**config.mk**
```make
export PLATFORM = sky130hd
export DESIGN_NAME = mbgd_grad_accum
export DESIGN_NICKNAME = d
export VERILOG_FILES = /design/src/rtl/mbgd_pkg.sv /design/src/rtl/mbgd_mac_lane.sv /design/src/rtl/mbgd_grad_accum.sv
export SDC_FILE = /design/constraint.sdc
export NUM_CORES = 2
export LEC_CHECK = 0
export CAP_MARGIN = 15
export CORE_MARGIN = 2
export CORE_UTILIZATION = 55
export CTS_BUF_LIST = sky130_fd_sc_hd__clkbuf_16
export DETAILED_ROUTE_END_ITERATION = 12
export PLACE_DENSITY = 0.74
export SYNTH_ARGS = -nofsm -noshare
export SYNTH_HDL_FRONTEND = slang
export SYNTH_SLANG_ARGS = --single-unit
```
**constraint.sdc**
```tcl
create_clock -name clk -period 11.56 [get_ports clk]
set_input_delay 2.89 -clock clk [delete_from_list [all_inputs] [get_ports clk]]
set_output_delay 2.89 -clock clk [all_outputs]
set_load 0.02 [all_outputs]
```
**src/rtl/mbgd_pkg.sv**
```systemverilog
// Shared parameters and state encoding for the mini-batch gradient accumulator.
package mbgd_pkg;

  localparam int unsigned N         = 8;
  localparam int unsigned DW        = 8;
  localparam int unsigned BATCH     = 4;
  localparam int unsigned BATCH_BIT = 2;
  localparam int unsigned ACC_W     = 2 * DW + BATCH_BIT;

  // Lane-slice helpers: packed vector widths and counter width.
  localparam int unsigned PROD_W = 2 * DW;
  localparam int unsigned VEC_W  = DW * N;
  localparam int unsigned GRAD_W = ACC_W * N;
  localparam int unsigned CNT_W  = BATCH_BIT + 1;

  typedef enum logic [1:0] {
    IDLE,
    ACCUM,
    HOLD
  } state_t;

endpackage

```
**src/rtl/mbgd_mac_lane.sv**
```systemverilog
// One gradient lane: registered signed multiply (S1) feeding a sign-extended accumulator (S2).
module mbgd_mac_lane
  import mbgd_pkg::*;
(
  input  logic                    clk,
  input  logic                    reset,
  input  logic                    clear,
  input  logic                    en,
  input  logic [DW-1:0]           err,
  input  logic [DW-1:0]           feat,
  output logic signed [ACC_W-1:0] acc
);

  logic signed [PROD_W-1:0] prod;
  logic                     prod_valid;

  always_ff @(posedge clk) begin
    if (reset || clear) begin
      prod       <= '0;
      prod_valid <= 1'b0;
      acc        <= '0;
    end else begin
      prod       <= PROD_W'($signed(err)) * PROD_W'($signed(feat));
      prod_valid <= en;
      if (prod_valid) begin
        acc <= acc + ACC_W'(prod);
      end
    end
  end

endmodule

```
**src/rtl/mbgd_grad_accum.sv**
```systemverilog
// Mini-batch gradient accumulator: sums err*feat per lane over BATCH samples, holds result under valid/ready.
// Define MBGD_GRAD_MEAN_EN to present the rounded mean instead of the raw batch sum.
module mbgd_grad_accum
  import mbgd_pkg::*;
(
  input  logic              clk,
  input  logic              reset,
  input  logic              in_valid,
  output logic              in_ready,
  input  logic [VEC_W-1:0]  err,
  input  logic [VEC_W-1:0]  feat,
  output logic [GRAD_W-1:0] grad,
  output logic              grad_valid,
  input  logic              grad_ready,
  output logic [CNT_W-1:0]  sample_cnt
);

  state_t                   state;
  logic                     accept_c;
  logic                     clear_c;
  logic                     last_s1;
  logic                     last_s2;
  logic signed [ACC_W-1:0]  acc [N];
  logic [GRAD_W-1:0]        grad_next;

  assign accept_c = in_valid && in_ready;
  assign clear_c  = grad_valid && grad_ready;

  for (genvar i = 0; i < N; i++) begin : g_lane
    mbgd_mac_lane u_lane (
      .clk   (clk),
      .reset (reset),
      .clear (clear_c),
      .en    (accept_c),
      .err   (err[DW*i +: DW]),
      .feat  (feat[DW*i +: DW]),
      .acc   (acc[i])
    );
  end

`ifdef MBGD_GRAD_MEAN_EN
  localparam logic signed [ACC_W-1:0] MEAN_RND = ACC_W'(1 << (BATCH_BIT - 1));
  logic signed [ACC_W-1:0] rounded [N];

  // Round-half-up mean; the arithmetic shift keeps the sign in the upper bits.
  always_comb begin
    grad_next = '0;
    for (int i = 0; i < N; i++) begin
      rounded[i]                    = acc[i] + MEAN_RND;
      grad_next[ACC_W*i +: ACC_W]   = rounded[i] >>> BATCH_BIT;
    end
  end
`else
  always_comb begin
    grad_next = '0;
    for (int i = 0; i < N; i++) begin
      grad_next[ACC_W*i +: ACC_W] = acc[i];
    end
  end
`endif

  // last_s1/last_s2 track the final sample of a batch through the two-stage lane pipeline.
  always_ff @(posedge clk) begin
    if (reset) begin
      state      <= IDLE;
      in_ready   <= 1'b1;
      grad       <= '0;
      grad_valid <= 1'b0;
      sample_cnt <= '0;
      last_s1    <= 1'b0;
      last_s2    <= 1'b0;
    end else begin
      last_s1 <= accept_c && (sample_cnt == CNT_W'(BATCH - 1));
      last_s2 <= last_s1;
      if (accept_c) begin
        sample_cnt <= CNT_W'(sample_cnt + 1'b1);
        if (sample_cnt == CNT_W'(BATCH - 1)) begin
          in_ready <= 1'b0;
        end
      end
      case (state)
        IDLE: begin
          if (accept_c) begin
            state <= ACCUM;
          end
        end
        ACCUM: begin
          if (last_s2) begin
            state      <= HOLD;
            grad       <= grad_next;
            grad_valid <= 1'b1;
          end
        end
        HOLD: begin
          if (grad_ready) begin
            state      <= IDLE;
            grad_valid <= 1'b0;
            sample_cnt <= '0;
            in_ready   <= 1'b1;
          end
        end
        default: state <= IDLE;
      endcase
    end
  end

endmodule

```
==> results.json <==
{
  "design.core.area_um2": 71500,
  "wl_per_cell_um": 15.8,
  "cts_hold_buf": 0,
  "finalMaxSlewViolations": 0,
  "layout-drive-gt1-share": 0.0300,
  "reg2reg_depth": 5,
  "rr_startpoint": "g_lane[1].u_lane.prod_valid",
  "reg2reg_to": "g_lane[6].u_lane.acc[17]",
  "critical_path.startpoint": "err[5]",
  "start_util": 0.555,
  "endpoint": "g_lane[0].u_lane.prod[15]",
  "route.detailed.drc": 0,
  "crit_required_ns": 12.00,
  "slowest_delay_ns": 0.54,
  "status": "complete, no violations",
  "yosys.cell_types.count": 65,
  "cpMaxStageDelayCell": "clkdlybuf4s50_1",
  "synthCells": 4540,
  "antenna_found_initial": 0,
  "async_flop_share": 0,
  "slew-limit-headroom": 0.238,
  "end_kind": "register",
  "fin_ws_ns": 4.49,
  "detail-route-antenna-nets": 0,
  "hold_slack_ns": 0.440,
  "dieWidth_um": 273,
  "wl_um": 90900,
  "period_share": 0.611,
  "maxClockFrequency_mhz": 142,
  "synth-seq-area-share": 0.215,
  "portBuffers": 280,
  "final_common_cell": "inv_1",
  "clk_pin_slew_ns": 0.06,
  "worst_slew_pin_slew_ns": 1.14,
  "die_h_um": 273,
  "post_cts_buffers": 0,
  "vias": 30875,
  "pin_count": 281,
  "yosys_warnings": 0,
  "worstSkewPairLatency_ns": 0.61,
  "ctsResizeCount": 0,
  "crit_arrival_ns": 7.51,
  "hold_viol": 0,
  "drtIter0Drc": 1603,
  "holdCritPathClass": "reg2reg",
  "rows": 98,
  "cp_max_fo": 8,
  "cp_top_family": "adder cells",
  "worstSetupStartpointType": "input port",
  "setup_tns_ns": 0,
  "min_period_ns": 7.07,
  "crit_buf_inv": 5,
  "finClkSkew_ns": 0.0294,
  "fillerInstances": 6146,
  "syn_area_um2": 39700,
  "path_class": "in2reg",
  "cts_tree": "yes",
  "worstPathCellList": "clkdlybuf4s50_1 > and2_1 > fa_1 > inv_1 > fa_1 > inv_1 > fa_1 > inv_1 > fa_1 > inv_1 > ha_1 > o21ai_0 > o21ba_2 > o21a_1 > o41a_1 > nor4_1 > or3_1 > a21oi_1",
  "gp_congestion": 0.873,
  "dp_hpwl_um": 69500,
  "path_depth": 18,
  "overflow": 0,
  "synth.avg_cell_area_um2": 8.74,
  "via_per_inst": 5.36,
  "rsz0062_at_grt": "false",
  "grt_pass1_wl_um": 154000,
  "clock_path_buffers": 3,
  "cts_sinks": 426,
  "ys.flop_type": "dfxtp_1",
  "syn-num-nets": 5490,
  "synth_enable_flop_cells": 0,
  "dr.pass1.iters": 7,
  "syn_to_final_growth_pct": 13.6,
  "setup_viol": 0,
  "nets": 5713,
  "synth_seq_cells": 426,
  "powerDensity_nw_per_um2": 179,
  "vdd_drop_max_mv": 0.139,
  "dp_slack_ns": 3.88,
  "htree_levels": 2,
  "root_buffer": "clkbuf_16",
  "die_area_um2": 74300,
  "track_usage": 0.250,
  "cts_buffers": 52,
  "final_cell_mix": "inv_1 (686), nand2_1 (504), fa_1 (448), dfxtp_1 (425), and2_1 (377)",
  "cap_viol_max_count": 0,
  "rrSetupSlack_ns": 8.51,
  "grt_pass1_vias": 31590,
  "p_leak_nw": 20.7,
  "grt_max_degree": 86
}
-- worst min path at each step --
stage | depth (start not counted) | to | from
after global placement | 1 | last_s2 | last_s1
final | 1 | last_s2 | last_s1
after global routing | 1 | last_s2 | last_s1
after floorplan | 1 | last_s2 | last_s1
after detailed placement | 1 | last_s2 | last_s1
after CTS | 1 | last_s2 | last_s1
-- power by group --
| group | leakage (nW) | internal, mW | total [mW] | switching [mW] |
|---|---|---|---|---|
| Sequential | 3.48 | 1.71 | 1.86 | 0.148 |
| Clock | 0.889 | 1.00 | 1.67 | 0.671 |
| Combinational | 16.4 | 2.02 | 4.55 | 2.53 |
-- layer usage --
metal  vias to the layer above  track usage  routed length (µm)
met5                         -            0                   0
met4                         0       0.0642                2130
met3                       127       0.0315                3690
met2                       529        0.431               44100
met1                     15076        0.334               41000
li1                      15143            -                   -
-- layout make-up --
cell class                 count  area (µm²)  share of cell area
inverter                     678        2550              0.0565
multi-input combinational   3314       28200               0.625
timing repair buffer         291        2890              0.0640
tap                          950        1190              0.0264
antenna                        1        2.50           0.0000555
sequential                   426        8530               0.189
clock inverter                42         399             0.00886
clock buffer                  54        1350              0.0300
-- registers in the layout, indices dropped and copies added (netlist names) --
| name | cells |
|---|---|
| g_lane.u_lane.acc | 144 |
| g_lane.u_lane.prod | 128 |
| g_lane.u_lane.prod_valid | 1 |
| grad | 144 |
| grad_valid | 1 |
| in_ready | 1 |
| last_s1 | 1 |
| last_s2 | 1 |
| sample_cnt | 3 |
| state | 2 |
-- metrics by stage --
step                 util  total power, mW  cells  cell area (µm²)
finish              0.630             8.09   5756            45100
global route        0.630             8.91   5755            45100
CTS                 0.630             8.15   5755            45100
detailed placement  0.606             6.43   5659            43300
global placement    0.606             6.31   5659            43300
floorplan               -             5.45   4540            39700
-- cells in the mapped netlist, types with 19 or more instances --
library cell,n,area share
a211oi_1,19,0.0036
a21o_1,88,0.017
a21oi_1,323,0.041
a31oi_1,19,0.0030
and2_1,377,0.059
and3_1,40,0.0063
clkbuf_1,105,0.0099
dfxtp_1,426,0.22
fa_1,448,0.23
ha_1,370,0.12
inv_1,678,0.064
mux2i_1,72,0.018
nand2_1,505,0.048
nand2b_1,34,0.0054
nand3_1,46,0.0058
nand4_1,25,0.0039
nor2_1,214,0.020
nor2b_1,101,0.016
nor3_1,67,0.0085
o21a_1,37,0.0070
o21ai_0,127,0.016
or3_1,23,0.0036
xnor2_1,105,0.023
xor2_1,74,0.016
-- kinds of logic after synthesis --
kind of cell	Yosys count	synth area share
flip-flops	426	0.215
adder cells (fa/ha/maj)	818	0.343
XOR/XNOR	179	0.0395
AND/OR/NAND/NOR	1479	0.186
multiplexers	86	0.0221
buffers and inverters	800	0.0759
AO/OA/AOI/OAI	752	0.119
(Power assumes the default switching activity.)
